$ cat src/rtl/dtcore32_regfile_mp.sv
// dtcore32_regfile_mp: multi-read-port register file with a sequential hardware clear.
// Reset (or a clear request) zeroes every entry, one entry per cycle. Writes are
// dropped and all reads return zero while the clear is in progress.
module dtcore32_regfile_mp #(
    parameter int unsigned DATA_W   = 32,
    parameter int unsigned ADDR_W   = 5,
    parameter int unsigned NUM_RD   = 2,
    parameter int unsigned ZERO_REG = 1,
    parameter int unsigned BYPASS   = 1
) (
    input  logic                       clk_i,
    input  logic                       rst_ni,
    input  logic                       regfile_wr_en_i,
    input  logic [ADDR_W-1:0]          dest_reg_i,
    input  logic [DATA_W-1:0]          reg_wr_data_i,
    input  logic [NUM_RD*ADDR_W-1:0]   src_reg_i,
    output logic [NUM_RD*DATA_W-1:0]   src_reg_rd_data_o,
    input  logic                       clr_req_i,
    output logic                       clr_busy_o,
    output logic                       clr_done_o
);

    localparam int unsigned DEPTH = 2 ** ADDR_W;

    localparam logic [0:0] ST_IDLE  = 1'b0;
    localparam logic [0:0] ST_CLEAR = 1'b1;

    logic [DATA_W-1:0] mem [DEPTH];

    logic [0:0]        state_q, state_d;
    logic [ADDR_W-1:0] cnt_q, cnt_d;
    logic              done_q, done_d;

    logic              busy;
    logic              wr_to_zero;
    logic              wr_ok;

    assign busy       = (state_q == ST_CLEAR);
    assign wr_to_zero = (ZERO_REG != 0) && (dest_reg_i == '0);
    assign wr_ok      = !busy && regfile_wr_en_i && !wr_to_zero;

    assign clr_busy_o = busy;
    assign clr_done_o = done_q;

    // State, clear counter and done-pulse registers; reset starts a clear.
    always_ff @(posedge clk_i or negedge rst_ni) begin
        if (!rst_ni) begin
            state_q <= ST_CLEAR;
            cnt_q   <= '0;
            done_q  <= 1'b0;
        end else begin
            state_q <= state_d;
            cnt_q   <= cnt_d;
            done_q  <= done_d;
        end
    end

    // Next-state logic: IDLE waits for a request, CLEAR walks every entry once.
    always_comb begin
        state_d = state_q;
        cnt_d   = cnt_q;
        done_d  = 1'b0;
        case (state_q)
            ST_IDLE: begin
                if (clr_req_i) begin
                    state_d = ST_CLEAR;
                    cnt_d   = '0;
                end
            end
            ST_CLEAR: begin
                cnt_d = cnt_q + ADDR_W'(1);
                if (cnt_q == ADDR_W'(DEPTH - 1)) begin
                    state_d = ST_IDLE;
                    done_d  = 1'b1;
                end
            end
            default: begin
                state_d = ST_CLEAR;
                cnt_d   = '0;
            end
        endcase
    end

    // Storage array (no reset): the clear sweep has priority over normal writes.
    always_ff @(posedge clk_i) begin
        if (busy) begin
            mem[cnt_q] <= '0;
        end else if (wr_ok) begin
            mem[dest_reg_i] <= reg_wr_data_i;
        end
    end

    // Combinational read ports with optional same-cycle forwarding.
    for (genvar k = 0; k < NUM_RD; k++) begin : g_rd
        logic [ADDR_W-1:0] src;
        logic [DATA_W-1:0] rd;

        assign src = src_reg_i[k*ADDR_W +: ADDR_W];

        // Priority: clear blanking, then hardwired zero, then bypass, then array.
        always_comb begin
            rd = mem[src];
            if ((BYPASS != 0) && wr_ok && (dest_reg_i == src)) begin
                rd = reg_wr_data_i;
            end
            if ((ZERO_REG != 0) && (src == '0)) begin
                rd = '0;
            end
            if (busy) begin
                rd = '0;
            end
        end

        assign src_reg_rd_data_o[k*DATA_W +: DATA_W] = rd;
    end

endmodule

$ cat config.mk
export PLATFORM = sky130hd
export DESIGN_NAME = dtcore32_regfile_mp
export DESIGN_NICKNAME = d
export VERILOG_FILES = /design/src/rtl/dtcore32_regfile_mp.sv
export SDC_FILE = /design/constraint.sdc
export NUM_CORES = 1
export LEC_CHECK = 0
export CAP_MARGIN = 5
export CORE_ASPECT_RATIO = 0.6
export CORE_MARGIN = 2
export CORE_UTILIZATION = 50
export DETAILED_ROUTE_END_ITERATION = 6
export GPL_ROUTABILITY_DRIVEN = 0
export PLACE_DENSITY = 0.67
export SLEW_MARGIN = 20
export SYNTH_ARGS = -nofsm -noshare
export SYNTH_HDL_FRONTEND = slang
export SYNTH_SLANG_ARGS = --single-unit
$ cat constraint.sdc
create_clock -name clk_i -period 3.3 [get_ports clk_i]
set_clock_uncertainty 0.15 [all_clocks]
set_input_delay 0.33 -clock clk_i [delete_from_list [all_inputs] [get_ports clk_i]]
set_output_delay 0.33 -clock clk_i [all_outputs]
set_load 0.02 [all_outputs]
==> results of run 1 <==
-- cell usage in the layout, fill, tap and decap left out, types with 63 or more instances in the layout --
master | synthesis | routed
a211oi_1 | 82 | 63
a221o_1 | 64 | 63
and2_1 | 77 | 73
buf_12 | 1 | 122
buf_4 | 24 | 338
clkbuf_16 | 0 | 100
edfxtp_1 | 1024 | 1024
mux2i_1 | 168 | 166
mux4_2 | 452 | 452
nand2_1 | 110 | 110
-- worst register-to-register path, stage by stage (launching register included) --
cell	delay (ps)
dfstp_2	540
and2b_2	260
a21boi_4	150
buf_4	140
buf_4	140
o32ai_1	520
buf_4	240
nand2_1	60
buf_4	190
nor2_4	190
buf_12	290
-- cells by family after synthesis --
family          count (synthesis)
flops                        1031
xor+xnor                       12
simple gates                  290
buf+inv                       229
fa+ha+maj                       2
compound gates                413
mux                           621
-- through the flow --
stage | cells | utilization, % | total power (W)
6_report | 4449 | 61.3 | 0.0358
4_1_cts | 4439 | 61.2 | 0.0355
3_3_place_gp | 4248 | 57.7 | 0.0242
5_1_grt | 4448 | 61.2 | 0.0367
2_1_floorplan | 2598 | - | 0.0203
3_5_place_dp | 4251 | 57.7 | 0.0245
-- how the worst max path moves through the flow --
stage               slack (ps)  cells past startpoint           from               endpoint
floorplan                 -350                      6  dest_reg_i[4]             mem[20][0]
global placement          -680                      8  dest_reg_i[4]  src_reg_rd_data_o[42]
detailed placement        -680                      8  dest_reg_i[4]  src_reg_rd_data_o[42]
CTS                       -100                     10     clr_busy_o  src_reg_rd_data_o[55]
global route              -160                     10     clr_busy_o  src_reg_rd_data_o[56]
finish                     -90                     10     clr_busy_o  src_reg_rd_data_o[56]
-- layout make-up --
cell class / instances / share of cell area, %
Multi-Input combinational cell: 1338 / 28.9
Tap cell: 1305 / 2.77
Clock inverter: 62 / 0.921
Inverter: 8 / 0.0594
Sequential cell: 1031 / 52.5
Antenna cell: 1 / 0.00425
Timing Repair Buffer: 587 / 10.5
Clock buffer: 117 / 4.32
-- sequential cells by signal, indices dropped and copies added (netlist names) --
signal,count
mem,1024
cnt_q,5
clr_busy_o,1
clr_done_o,1
-- metal layers --
layer	share of wire (%)	global-route usage, %	vias to the layer above
met3	17	14.4	348
met5	0.017	0.146	-
li1	-	-	12123
met2	42	46.6	2668
met4	3.0	9.68	4
met1	38	49.0	16310
-- power breakdown --
part	internal (W)	total, W	switching (W)
clock network	0.00613	0.0111	0.00499
logic	0.00313	0.00780	0.00467
registers	0.0162	0.0169	0.000671
total	0.0255	0.0358	0.0103
-- timing repair --
action                                  CTS  global route
endpoints found under the hold margin     6             0
cloned                                    2             1
hold buffers                              1             0
buffers inserted                          8            11
pin swaps                                13            12
endpoints found under the setup margin   64            47
resized for setup                       232            66
==> key figures, run 1 <==
Logic synthesis
  – #FFs+latches synth: 1031
  – Post-synth ARST share: 0.679%
  – Sequential element share of the synthesized area: 63.6%
  – Post-synth top area cell: edfxtp_1
  – Synth Flop Type: edfxtp_1
  – Netlist cell types: 51
  – Syn_area_per_cell: 18.7 um2
  – Compound-Gate Fraction of Synth Area: 6.30%
  – Mux share of post-synthesis cell area: 24.4%
  – Yosys warnings: 0
  – Post-synth EDFFs: 1024
  – Net Count, Synth: 2651
  – Synthesized instance count: 2598
  – Most frequent cell after synthesis: edfxtp_1
  – Top post-synthesis cells by count: edfxtp_1, mux4_2, mux2i_1, nand2_1, clkbuf_1
  – Simple-gate area share of the yosys netlist: 3.04%
  – Post-synth top area share: 63.2%
  – Area contributors post-synth: edfxtp_1, mux4_2, mux2i_1
  – Area of the mapped netlist: 0.0487 mm2
  – Largest family of logic cells by synthesized area: multiplexers
  – Xor and xnor area share after synthesis: 0.216%
  – Synth Area in Adders: 0.0514%

Layout
  – Design Area, Final: 0.0589 mm2
  – Register area: 0.0309 mm2
  – Fillers: 6758
  – Fraction of layout cells with a size suffix above 1: 38.9%
  – Area of the multi-input gates: 0.0171 mm2
  – Synthesis-to-layout area growth: 21.1%
  – Final nets: 3117

Power
  – Pwr Density: 607 mW/mm2
  – Cell leakage power: 20.0 nW
  – VDD IR max: 407 uV

GRT
  – Vias in the first global route: 31300
  – Gr ovfl total: 0
  – Largest net degree at the start of global routing: 39
  – GRT Total Usage: 33.8%
  – Global-route wire length before repair: 235000 um
  – Antenna violations before repair: 3

Route
  – Post-DR vias/cell: 7.07
  – DR pass1 iterations: 6
  – DRT iter0 DRCs: 5265
  – Total wire length: 167000 um
  – DR WL/cell: 37.6 um
  – DRC Markers: 0
  – Antenna viol nets, final: 0
  – Vias: 31453

Floorplan
  – Die X: 407 um
  – Die Area: 0.0999 mm2
  – # IOs: 117
  – Row Count: 88
  – Die Height: 246 um
  – Initial Utilization: 50.6%
  – Core Box Area: 0.0962 mm2

Worst setup path
  – Crit path buf inv count: 5
  – Cell mode on critical path: buf_12
  – Worst r2r src: clr_busy_o
  – Cell family with most CP delay: buffers and inverters
  – R2r endpoint: mem[13][20]
  – Reg2Reg Setup Slack: 80 ps
  – Worst path max stage delay: 380 ps
  – Crit path required time: 2820 ps
  – Crit end category: output pin
  – WS Path Type: reg -> out
  – Worst path slowest cell: a221o_1
  – Worst reg2reg path depth: 10
  – CP arrival: 2910 ps
  – Startpoint types: flop
  – Crit-path cells: and2b_2 > a21boi_4 > and3_4 > nor4_4 > buf_4 > buf_12 > buf_12 > buf_8 > a221o_1 > buf_6
  – Largest fanout on the critical path: 7

Worst hold path
  – Hold Path End: cnt_q[2]
  – Hold WC Path Type: in -> reg
  – HP Start: clr_req_i
  – WHS Path Cells: 2

Place
  – DP HPWL: 110000 um
  – Buffers on Ports: 116
  – Post-DP Area: 0.0556 mm2
  – Pre-CTS setup slack: -678 ps

Clock tree
  – Maximum clock insertion buffer count: 3
  – Clock latency at the later pin of the worst-skew pair: 690 ps
  – Root buf cell: clkbuf_16
  – Num CTS Buffers: 98
  – CTS sink cnt: 1031
  – CTS tree: yes
  – Clock slew seen by the registers of the worst setup and hold paths: 60 ps
  – CTS H-Tree Depth: 3

Flow run
  – Max-cap violation count: 0

Status
  – Violated checks: negative setup slack
  – Status: complete, but fails checks

Timing
  – Final Hold Fails: 0
  – Slew headroom: 23.9%
  – Final Worst Setup Slack: -92.5 ps
  – Final setup fails: 13
  – Tmin final: 3390 ps
  – Setup TNS Final: -744 ps
  – Tcrit/Tclk final: 103%
  – Worst slew pin tran: 1140 ps
  – F_max: 295 MHz
  – WHS: 186 ps
  – Final Max Tran Viols: 0
  – RSZ-0062 raised after global routing: true
No activity file was read; power rests on OpenSTA's default activity.
==> run 2: changes to the inputs <==
Settings changed: MAX_ROUTING_LAYER set to met4.
==> key figures, run 2 (synthesis results as in run 1) <==
Floorplan
  – Die X: 407 um (unchanged)
  – Row Count: 88 (unchanged)
  – # IOs: 117 (unchanged)
  – Core Box Area: 0.0962 mm2 (unchanged)
  – Die Height: 246 um (unchanged)
  – Initial Utilization: 50.6% (unchanged)
  – Die Area: 0.0999 mm2 (unchanged)

Clock tree
  – CTS tree: yes
  – Root buf cell: clkbuf_16
  – CTS H-Tree Depth: 3 (unchanged)
  – Clock slew seen by the registers of the worst setup and hold paths: 60 ps (about the same)
  – Clock latency at the later pin of the worst-skew pair: 690 ps (about the same)
  – Num CTS Buffers: 98 (unchanged)
  – Maximum clock insertion buffer count: 3 (unchanged)
  – CTS sink cnt: 1031 (unchanged)

Timing
  – F_max: 293 MHz (-0.47%)
  – RSZ-0062 raised after global routing: true
  – Final Hold Fails: 0 (unchanged)
  – Final Worst Setup Slack: -109 ps (-16.2 ps)
  – Tcrit/Tclk final: 103% (+0.49 points)
  – Slew headroom: 24.3% (+0.40 points)
  – Final Max Tran Viols: 0 (unchanged)
  – Final setup fails: 11 (-2)
  – Worst slew pin tran: 1130 ps (-5.92 ps)
  – Tmin final: 3410 ps (+16.2 ps)

Place
  – DP HPWL: 110000 um (unchanged)
  – Inst Count DP: 4251 (unchanged)
  – Post-DP Area: 0.0556 mm2 (unchanged)
  – Pre-CTS setup slack: -678 ps (unchanged)
  – Buffers on Ports: 116 (unchanged)

Worst setup path
  – WS Path Type: reg -> out
  – CP arrival: 2930 ps (+20 ps)
  – Crit path required time: 2820 ps (about the same)
  – Largest fanout on the critical path: 7 (unchanged)
  – Startpoint types: flop
  – Crit end category: output pin

Layout
  – Highest-count cells in the layout ignoring fill and taps: edfxtp_1, mux4_2, buf_4
  – Fraction of layout cells with a size suffix above 1: 38.9% (-0.078 points)
  – Top reg by flops: mem
  – Final nets: 3113 (-0.13%)
  – Design Area, Final: 0.0589 mm2 (about the same)
  – Commonest non-fill, non-tap cell in the layout: edfxtp_1
  – Register area: 0.0309 mm2 (unchanged)
  – Largest register FFs: 1024 (unchanged)
  – Fillers: 6761 (+0.044%)
  – Area of the multi-input gates: 0.0171 mm2 (unchanged)
  – Post-Layout Cell Count: 4449 (unchanged)
  – Synthesis-to-layout area growth: 21.1% (about the same)
  – Largest registers: mem: 1024 flops, cnt_q: 5 flops

Status
  – Violated checks: negative setup slack
  – Status: complete, but fails checks

Route
  – Antenna viol nets, final: 0 (unchanged)
  – DRT iter0 DRCs: 5231 (-0.65%)
  – DR WL/cell: 37.5 um (-0.36%)
  – Post-DR vias/cell: 7.06 (about the same)
  – Total wire length: 167000 um (-0.36%)
  – Vias: 31422 (-0.099%)
  – DRC Markers: 0 (unchanged)
  – DR pass1 iterations: 6 (unchanged)

Worst hold path
  – Hold WC Path Type: in -> reg

GRT
  – Global-route wire length before repair: 235000 um (about the same)
  – Vias in the first global route: 31285 (-0.048%)
  – Antenna violations before repair: 4 (+1)
  – Gr ovfl total: 0 (unchanged)
  – GRT Total Usage: 34.9% (+1.0 points)
  – Largest net degree at the start of global routing: 39 (unchanged)

Power
  – Pwr Density: 607 mW/mm2 (about the same)
  – VDD IR max: 408 uV (+0.13%)
  – Cell leakage power: 20.0 nW (-0.12%)

Flow run
  – Max-cap violation count: 0 (unchanged)
-- run 2: final timing paths --
path | from | end | slack [ps] | cells after the start
worst max-delay path | clr_busy_o | src_reg_rd_data_o[58] | -110 | 10
worst min-delay path | clr_req_i | cnt_q[2] | 180 | 2
worst max register to register | clr_busy_o | mem[13][20] | 110 | 10
worst min register to register | cnt_q[1] | cnt_q[1] | 490 | 2
max in group asynchronous | rst_ni | clr_busy_o | 2400 | 2
min in group asynchronous | rst_ni | cnt_q[2] | 300 | 2
-- run 2: metal layers --
metal  vias up  wire length (um)  track usage (%)
met5         -                 0                -
met2      2682             70600             46.7
met3       320             28000             13.9
met4         0              4670             9.53
met1     16296             63600             49.4
li1      12124                 -                -
-- run 2: layout make-up --
class	count	area share (%)
inverter	8	0.0595
tap	1305	2.77
antenna	5	0.0212
clock inverter	62	0.922
multi-input combinational	1338	28.9
timing repair buffer	583	10.5
sequential	1031	52.5
clock buffer	117	4.32
-- run 2: metrics by stage --
stage	TNS (ps)	utilization [%]	total power [W]	hold slack, ps
global placement	-32680	57.7	0.0242	442
detailed placement	-49190	57.7	0.0245	456
floorplan	-109030	-	0.0203	-116
global route	-1570	61.2	0.0367	184
finish	-713	61.2	0.0358	182
CTS	-727	61.2	0.0355	143
-- run 2: repair_timing --
action / 4_1_cts / 5_1_grt
buffers inserted: 8 / 8
pin swaps: 13 / 11
setup endpoints to repair: 64 / 46
hold buffers: 1 / 0
hold endpoints to repair: 6 / 0
gates resized for setup: 232 / 66
cloned: 2 / 0
-- run 2: critical path: stages (launching register included) --
cell and delay (ps):
dfstp_2 540, and2b_2 260, a21boi_4 150, and3_4 180
nor4_4 120, buf_4 180, buf_12 140, buf_12 140
buf_8 140, a221o_1 240, buf_6 140
-- run 2: power by group --
| group | leakage, nW | internal, W | switching, W |
|---|---|---|---|
| Sequential | 9.56 | 0.0162 | 0.000671 |
| Combinational | 8.92 | 0.00312 | 0.00466 |
| Clock | 1.51 | 0.00613 | 0.00501 |
